--- src/rtl/ddr_rd_arbiter.sv ---
// Two-master round-robin arbiter for the DDR slave read channel, one burst in flight at a time.
// Optional feature macro DDR_RD_ARB_STATS_EN adds saturating per-master completed-burst counters.
module ddr_rd_arbiter #(
  parameter int ID_WIDTH = 4
) (
  input  logic                clk,
  input  logic                rst,
  input  logic [ID_WIDTH-1:0] M0_RD_ADDR_ID,
  input  logic [31:0]         M0_RD_ADDR,
  input  logic [7:0]          M0_RD_ADDR_LEN,
  input  logic [1:0]          M0_RD_ADDR_BURST,
  input  logic                M0_RD_ADDR_VALID,
  output logic                M0_RD_ADDR_READY,
  output logic [ID_WIDTH-1:0] M0_RD_BACK_ID,
  output logic [31:0]         M0_RD_DATA,
  output logic [1:0]          M0_RD_DATA_RESP,
  output logic                M0_RD_DATA_LAST,
  output logic                M0_RD_DATA_VALID,
  input  logic                M0_RD_DATA_READY,
  input  logic [ID_WIDTH-1:0] M1_RD_ADDR_ID,
  input  logic [31:0]         M1_RD_ADDR,
  input  logic [7:0]          M1_RD_ADDR_LEN,
  input  logic [1:0]          M1_RD_ADDR_BURST,
  input  logic                M1_RD_ADDR_VALID,
  output logic                M1_RD_ADDR_READY,
  output logic [ID_WIDTH-1:0] M1_RD_BACK_ID,
  output logic [31:0]         M1_RD_DATA,
  output logic [1:0]          M1_RD_DATA_RESP,
  output logic                M1_RD_DATA_LAST,
  output logic                M1_RD_DATA_VALID,
  input  logic                M1_RD_DATA_READY,
  output logic [ID_WIDTH-1:0] S_RD_ADDR_ID,
  output logic [31:0]         S_RD_ADDR,
  output logic [7:0]          S_RD_ADDR_LEN,
  output logic [1:0]          S_RD_ADDR_BURST,
  output logic                S_RD_ADDR_VALID,
  input  logic                S_RD_ADDR_READY,
  input  logic [ID_WIDTH-1:0] S_RD_BACK_ID,
  input  logic [31:0]         S_RD_DATA,
  input  logic [1:0]          S_RD_DATA_RESP,
  input  logic                S_RD_DATA_LAST,
  input  logic                S_RD_DATA_VALID,
  output logic                S_RD_DATA_READY
`ifdef DDR_RD_ARB_STATS_EN
  ,
  output logic [15:0]         M0_BURST_CNT,
  output logic [15:0]         M1_BURST_CNT
`endif
);

  typedef enum logic [1:0] {IDLE = 2'd0, ADDR = 2'd1, DATA = 2'd2} state_t;

  state_t state_r, state_nxt;
  logic   gnt_r, gnt_nxt;
  logic   last_r, last_nxt;
  logic   g_avalid, g_dready, addr_hs, last_hs;

  assign g_avalid = gnt_r ? M1_RD_ADDR_VALID : M0_RD_ADDR_VALID;
  assign g_dready = gnt_r ? M1_RD_DATA_READY : M0_RD_DATA_READY;
  assign addr_hs  = (state_r == ADDR) && g_avalid && S_RD_ADDR_READY;
  assign last_hs  = (state_r == DATA) && S_RD_DATA_VALID && g_dready && S_RD_DATA_LAST;

  // State register; last_r=1 after reset so M0 wins the first tie.
  always_ff @(posedge clk) begin
    if (rst) begin
      state_r <= IDLE;
      gnt_r   <= 1'b0;
      last_r  <= 1'b1;
    end else begin
      state_r <= state_nxt;
      gnt_r   <= gnt_nxt;
      last_r  <= last_nxt;
    end
  end

  // Next-state logic: grant in IDLE, address handshake, then data until LAST.
  always_comb begin
    state_nxt = state_r;
    gnt_nxt   = gnt_r;
    last_nxt  = last_r;
    case (state_r)
      IDLE: begin
        if (M0_RD_ADDR_VALID && M1_RD_ADDR_VALID) begin
          gnt_nxt   = ~last_r;
          state_nxt = ADDR;
        end else if (M0_RD_ADDR_VALID || M1_RD_ADDR_VALID) begin
          gnt_nxt   = M1_RD_ADDR_VALID;
          state_nxt = ADDR;
        end else begin
          state_nxt = IDLE;
        end
      end
      ADDR: begin
        if (addr_hs) state_nxt = DATA;
        else         state_nxt = ADDR;
      end
      DATA: begin
        if (last_hs) begin
          state_nxt = IDLE;
          last_nxt  = gnt_r;
        end else begin
          state_nxt = DATA;
        end
      end
      default: state_nxt = IDLE;
    endcase
  end

  // Output routing: only the granted master is connected; everything else is driven 0.
  always_comb begin
    M0_RD_ADDR_READY = 1'b0;
    M1_RD_ADDR_READY = 1'b0;
    M0_RD_BACK_ID    = '0;
    M0_RD_DATA       = 32'd0;
    M0_RD_DATA_RESP  = 2'd0;
    M0_RD_DATA_LAST  = 1'b0;
    M0_RD_DATA_VALID = 1'b0;
    M1_RD_BACK_ID    = '0;
    M1_RD_DATA       = 32'd0;
    M1_RD_DATA_RESP  = 2'd0;
    M1_RD_DATA_LAST  = 1'b0;
    M1_RD_DATA_VALID = 1'b0;
    S_RD_ADDR_ID     = '0;
    S_RD_ADDR        = 32'd0;
    S_RD_ADDR_LEN    = 8'd0;
    S_RD_ADDR_BURST  = 2'd0;
    S_RD_ADDR_VALID  = 1'b0;
    S_RD_DATA_READY  = 1'b0;
    case (state_r)
      ADDR: begin
        S_RD_ADDR_ID    = gnt_r ? M1_RD_ADDR_ID    : M0_RD_ADDR_ID;
        S_RD_ADDR       = gnt_r ? M1_RD_ADDR       : M0_RD_ADDR;
        S_RD_ADDR_LEN   = gnt_r ? M1_RD_ADDR_LEN   : M0_RD_ADDR_LEN;
        S_RD_ADDR_BURST = gnt_r ? M1_RD_ADDR_BURST : M0_RD_ADDR_BURST;
        S_RD_ADDR_VALID = g_avalid;
        if (gnt_r) M1_RD_ADDR_READY = S_RD_ADDR_READY;
        else       M0_RD_ADDR_READY = S_RD_ADDR_READY;
      end
      DATA: begin
        S_RD_DATA_READY = g_dready;
        if (gnt_r) begin
          M1_RD_BACK_ID    = S_RD_BACK_ID;
          M1_RD_DATA       = S_RD_DATA;
          M1_RD_DATA_RESP  = S_RD_DATA_RESP;
          M1_RD_DATA_LAST  = S_RD_DATA_LAST;
          M1_RD_DATA_VALID = S_RD_DATA_VALID;
        end else begin
          M0_RD_BACK_ID    = S_RD_BACK_ID;
          M0_RD_DATA       = S_RD_DATA;
          M0_RD_DATA_RESP  = S_RD_DATA_RESP;
          M0_RD_DATA_LAST  = S_RD_DATA_LAST;
          M0_RD_DATA_VALID = S_RD_DATA_VALID;
        end
      end
      default: begin
        S_RD_DATA_READY = 1'b0;
      end
    endcase
  end

`ifdef DDR_RD_ARB_STATS_EN
  logic [15:0] m0_burst_cnt_r, m1_burst_cnt_r;

  // Completed-burst counters, saturating at all-ones.
  always_ff @(posedge clk) begin
    if (rst) begin
      m0_burst_cnt_r <= 16'd0;
      m1_burst_cnt_r <= 16'd0;
    end else if (last_hs) begin
      if (!gnt_r && (m0_burst_cnt_r != 16'hFFFF)) m0_burst_cnt_r <= m0_burst_cnt_r + 16'd1;
      if (gnt_r && (m1_burst_cnt_r != 16'hFFFF))  m1_burst_cnt_r <= m1_burst_cnt_r + 16'd1;
    end
  end

  assign M0_BURST_CNT = m0_burst_cnt_r;
  assign M1_BURST_CNT = m1_burst_cnt_r;
`endif

endmodule

--- config.mk ---
export PLATFORM = sky130hd
export DESIGN_NAME = ddr_rd_arbiter
export DESIGN_NICKNAME = d
export VERILOG_FILES = /design/src/rtl/ddr_rd_arbiter.sv
export SDC_FILE = /design/constraint.sdc
export NUM_CORES = 1
export LEC_CHECK = 0
export ABC_AREA = 0
export BUFFER_PORTS_ARGS = -buffer_cell sky130_fd_sc_hd__buf_4
export CAP_MARGIN = 20
export CORE_AREA = 2 2 103 105
export CTS_BUF_LIST = sky130_fd_sc_hd__clkbuf_16
export DETAILED_ROUTE_END_ITERATION = 8
export DIE_AREA = 0 0 105 107
export GPL_TIMING_DRIVEN = 0
export PLACE_DENSITY = 0.54
export RECOVER_POWER = 100
export SLEW_MARGIN = 20
export SYNTH_ARGS = -nofsm -noshare
export SYNTH_HDL_FRONTEND = slang
export SYNTH_SLANG_ARGS = --single-unit
--- constraint.sdc ---
create_clock -name clk -period 2.2 [get_ports clk]
set_input_delay 0.44 -clock clk [delete_from_list [all_inputs] [get_ports clk]]
set_output_delay 0.44 -clock clk [all_outputs]
set_load 0.02 [all_outputs]
==> summary.md <==
| Metric | Value |
|---|---|
| Average routed wire per standard cell | `15.0 um` |
| Period utilisation layout | `0.938` |
| Die height | `107 um` |
| Final standard cell area without fillers | `3480 um2` |
| Status | `complete, no violations` |
| TritonCTS sink count | `4` |
| Vias per cell | `4.23` |
| Number of clock buffers inserted by TritonCTS | `3` |
| H-tree levels | `1` |
| CTS tree | `built` |
| Port-buffer cells | `268` |
| Worst Setup End Kind | `primary output` |
| Area after detailed placement | `3680 um2` |
| Highest metal layer used by the detailed router | `met4` |
| Clock Skews | `0.0000240 ns` |
| Number of nets in the layout | `640` |
| Clock-pin slew reported for the worst setup and hold paths after clock tree synthesis | `0.03 ns` |
| Terminating pin of the worst hold path | `gnt_r$_SDFFE_PP0P_` |
| Setup fix buffers added after clock tree synthesis | `0` |
| CP max FO | `10` |
| Number of synthesized flops with an enable pin | `0` |
| Max cap viols | `0` |
| Synthesis-stage register bit count | `4` |
| Count of standard-cell rows | `37` |
| Element type at the critical path start | `flop` |
| Worst Reg-to-Reg Cells | `4` |
| Non-Filler Instances | `635` |
| Number of nets in the synthesized netlist | `368` |
| Final GP Congestion | `0.743` |
| Terminus of the critical flop-to-flop path | `last_r$_SDFFE_PP1P_` |
| Layout-stage area growth over the synthesis result | `133%` |
| Number of endpoints with negative hold slack in the final report | `0` |
| Worst slack, placed | `0.249 ns` |
| Synth Area in Compound Gates | `0.0376` |
| Leakage | `0.00216 uW` |
| CTS root buffer | `sky130_fd_sc_hd__clkbuf_16` |
| Cell Chain, Critical Path | `nor2b_1 -> buf_2 -> buf_2 -> and3_1 -> clkbuf_2` |
| Register area share after synthesis | `0.0535` |
| Post-synthesis xor/xnor area fraction | `0` |
| RSZ-0062 raised after global routing | `no` |
| Cells taking the most area after synthesis | `sky130_fd_sc_hd__and3_1 33%, sky130_fd_sc_hd__mux2i_1 32%, sky130_fd_sc_hd__nor2_1 13%` |
| Worst VDD drop | `0.197 mV` |
| CP arrival | `1.62 ns` |
| Final worst path period need | `2.06 ns` |
| Worst path required time | `1.76 ns` |
| Yosys top cell by area | `sky130_fd_sc_hd__and3_1` |
| Critical path's most frequent cell | `sky130_fd_sc_hd__buf_2` |
| # fillers | `1161` |
| GRT Util Overall | `0.153` |
| I/O pins | `269` |
| Pin count of the biggest net entering global routing | `11` |
| Detailed Route Iter0 Violations | `135` |
| Post-route setup TNS | `0 ns` |
| Unique masters post-synth | `22` |
| Kind of cell adding the most delay to the critical path | `buffers and inverters` |
| Starting density of the core | `0.148` |
| Number of antenna violations at the first check in global routing | `0` |
| Worst-skew pair later-pin latency | `0.22 ns` |
| Transition time at the pin with the least slew margin | `0.421 ns` |
| Post-synthesis share of cell area spent on full adders, half adders and majority gates | `0` |
| Critical setup path kind | `reg -> out` |
| Post-synthesis instance area | `1500 um2` |
| # resized after CTS | `0` |
| Total congestion overflow | `0` |
| Most used flip-flop cell after synthesis | `sky130_fd_sc_hd__dfxtp_1` |
| Number of instances in the synthesized netlist | `229` |
| Wire length of the first global-routing pass | `14000 um` |
| Hold path depth | `2` |
| Power density cells | `305 nW/um2` |
| Maximum buffer depth of the clock tree | `2` |
| Area of the die | `11200 um2` |
| Number of routed nets with antenna violations | `0` |
| Max-slew violation count | `0` |
| Placed instance count | `633` |
| Hold-fix buffer count after cts | `0` |
| Met1 WL | `3440 um` |
| Mean instance size in the synthesized netlist | `6.53 um2` |
| Min-delay worst type | `in -> reg` |
| Number of failing setup endpoints in the final timing report | `0` |
| Launch point of the worst hold path | `rst` |
| Residual DRC count | `0` |
| Placeable core area | `10100 um2` |
| WL met2 | `5080 um` |
| ANT cells | `0` |
| Share of layout cells above drive strength 1 | `0.565` |
| Yosys Warn Count | `0` |
| Critical R2R Launch | `gnt_r$_SDFFE_PP0P_` |
| FF-to-FF setup slack | `0.86 ns` |
| Highest Clock Rate | `484 MHz` |
| Half-perimeter wire length after detailed placement | `8440 um` |
| Vias in the first global route | `2646` |
| Buffers and inverters on the worst path | `3` |
| Total chip power | `1060 uW` |
| Vias after detailed routing | `2689` |
| Peak per-stage delay on the critical path | `0.44 ns` |
| Mux contribution to synthesized area | `0.321` |
| Proportion of synthesized flip-flops having asynchronous set or reset | `0` |
| Post-detailed-routing wire length | `9550 um` |
| Tightest slew margin relative to the limit | `0.720` |
| Cell at the slowest stage of the critical path | `sky130_fd_sc_hd__dfxtp_1` |
| Drt first pass iters | `4` |
| Simple-gate share of the synthesized area | `0.498` |
| Final worst-path setup slack | `0.135 ns` |
| Width of the die | `105 um` |
| Library cell with the highest instance count after synthesis | `sky130_fd_sc_hd__and3_1` |
| Dominant combinational cell family by area after synthesis | `simple AND/OR/NAND/NOR gates` |
| Wire length on met3 | `1000 um` |
| Area share of the largest cell type after synthesis | `0.334` |
| Most numerous cell types in the synthesized netlist | `80 x sky130_fd_sc_hd__and3_1, 52 x sky130_fd_sc_hd__nor2_1, 48 x sky130_fd_sc_hd__mux2i_1` |
registers in the layout, indices dropped and copies added, names as in the netlist:
name	cells
state_r	2
gnt_r	1
last_r	1
layer usage:
layer / global-route usage / vias to the layer above
li1: - / 1350
met1: 0.162 / 1173
met2: 0.307 / 164
met3: 0.0419 / 2
met4: 0.0229 / 0
met5: 0 / -
logic make-up after synthesis:
kind of cell           count (synthesis)
AND/OR/NAND/NOR                      141
multiplexers                          48
buffers and inverters                 29
AO/OA/AOI/OAI                          7
flip-flops                             4
power breakdown:
| group | switching (uW) | internal [uW] |
|---|---|---|
| clock network | 46.0 | 232 |
| logic | 374 | 326 |
| registers | 6.40 | 77.7 |
worst max path at each step:
stage	start	endpoint	slack, ns	cells past startpoint
final	state_r[1]$_SDFF_PP0_	M1_RD_DATA_VALID	0.14	5
after global routing	gnt_r$_SDFFE_PP0P_	M1_RD_DATA[11]	0.02	5
after CTS	gnt_r$_SDFFE_PP0P_	M1_RD_DATA[15]	0.01	5
after detailed placement	gnt_r$_SDFFE_PP0P_	M1_RD_DATA[15]	0.25	5
after global placement	gnt_r$_SDFFE_PP0P_	M1_RD_DATA[24]	0.24	5
after floorplan	gnt_r$_SDFFE_PP0P_	M1_RD_DATA[10]	0.60	4
layout make-up:
class / count / area (um2) / share of cell area
plain buffers: 27 / 133 / 0.0381
flip-flops and latches: 4 / 80.1 / 0.0230
clock buffers: 3 / 75.1 / 0.0216
repair buffers: 268 / 1740 / 0.499
well taps: 136 / 170 / 0.0489
inverters: 1 / 3.75 / 0.00108
multi-input cells: 196 / 1280 / 0.368
per-stage QoR:
stage	utilization	hold WS, ns
3_5_place_dp	0.364	0.550
2_1_floorplan	-	0.500
5_1_grt	0.345	0.415
6_report	0.345	0.413
4_1_cts	0.372	0.407
3_3_place_gp	0.364	0.532
cells in the final DEF, fill, tap and decap left out, types with 2 or more instances in the layout:
master	Yosys	routed
sky130_fd_sc_hd__buf_4	1	165
sky130_fd_sc_hd__clkbuf_2	0	103
sky130_fd_sc_hd__and3_1	80	80
sky130_fd_sc_hd__nor2_1	52	52
sky130_fd_sc_hd__mux2i_1	48	48
sky130_fd_sc_hd__clkbuf_1	10	16
sky130_fd_sc_hd__buf_2	17	10
sky130_fd_sc_hd__dfxtp_1	4	4
sky130_fd_sc_hd__clkbuf_16	0	3
sky130_fd_sc_hd__nand2b_1	2	2
sky130_fd_sc_hd__nand2_1	2	2
Note: power is estimated with default switching activity, not from simulation.
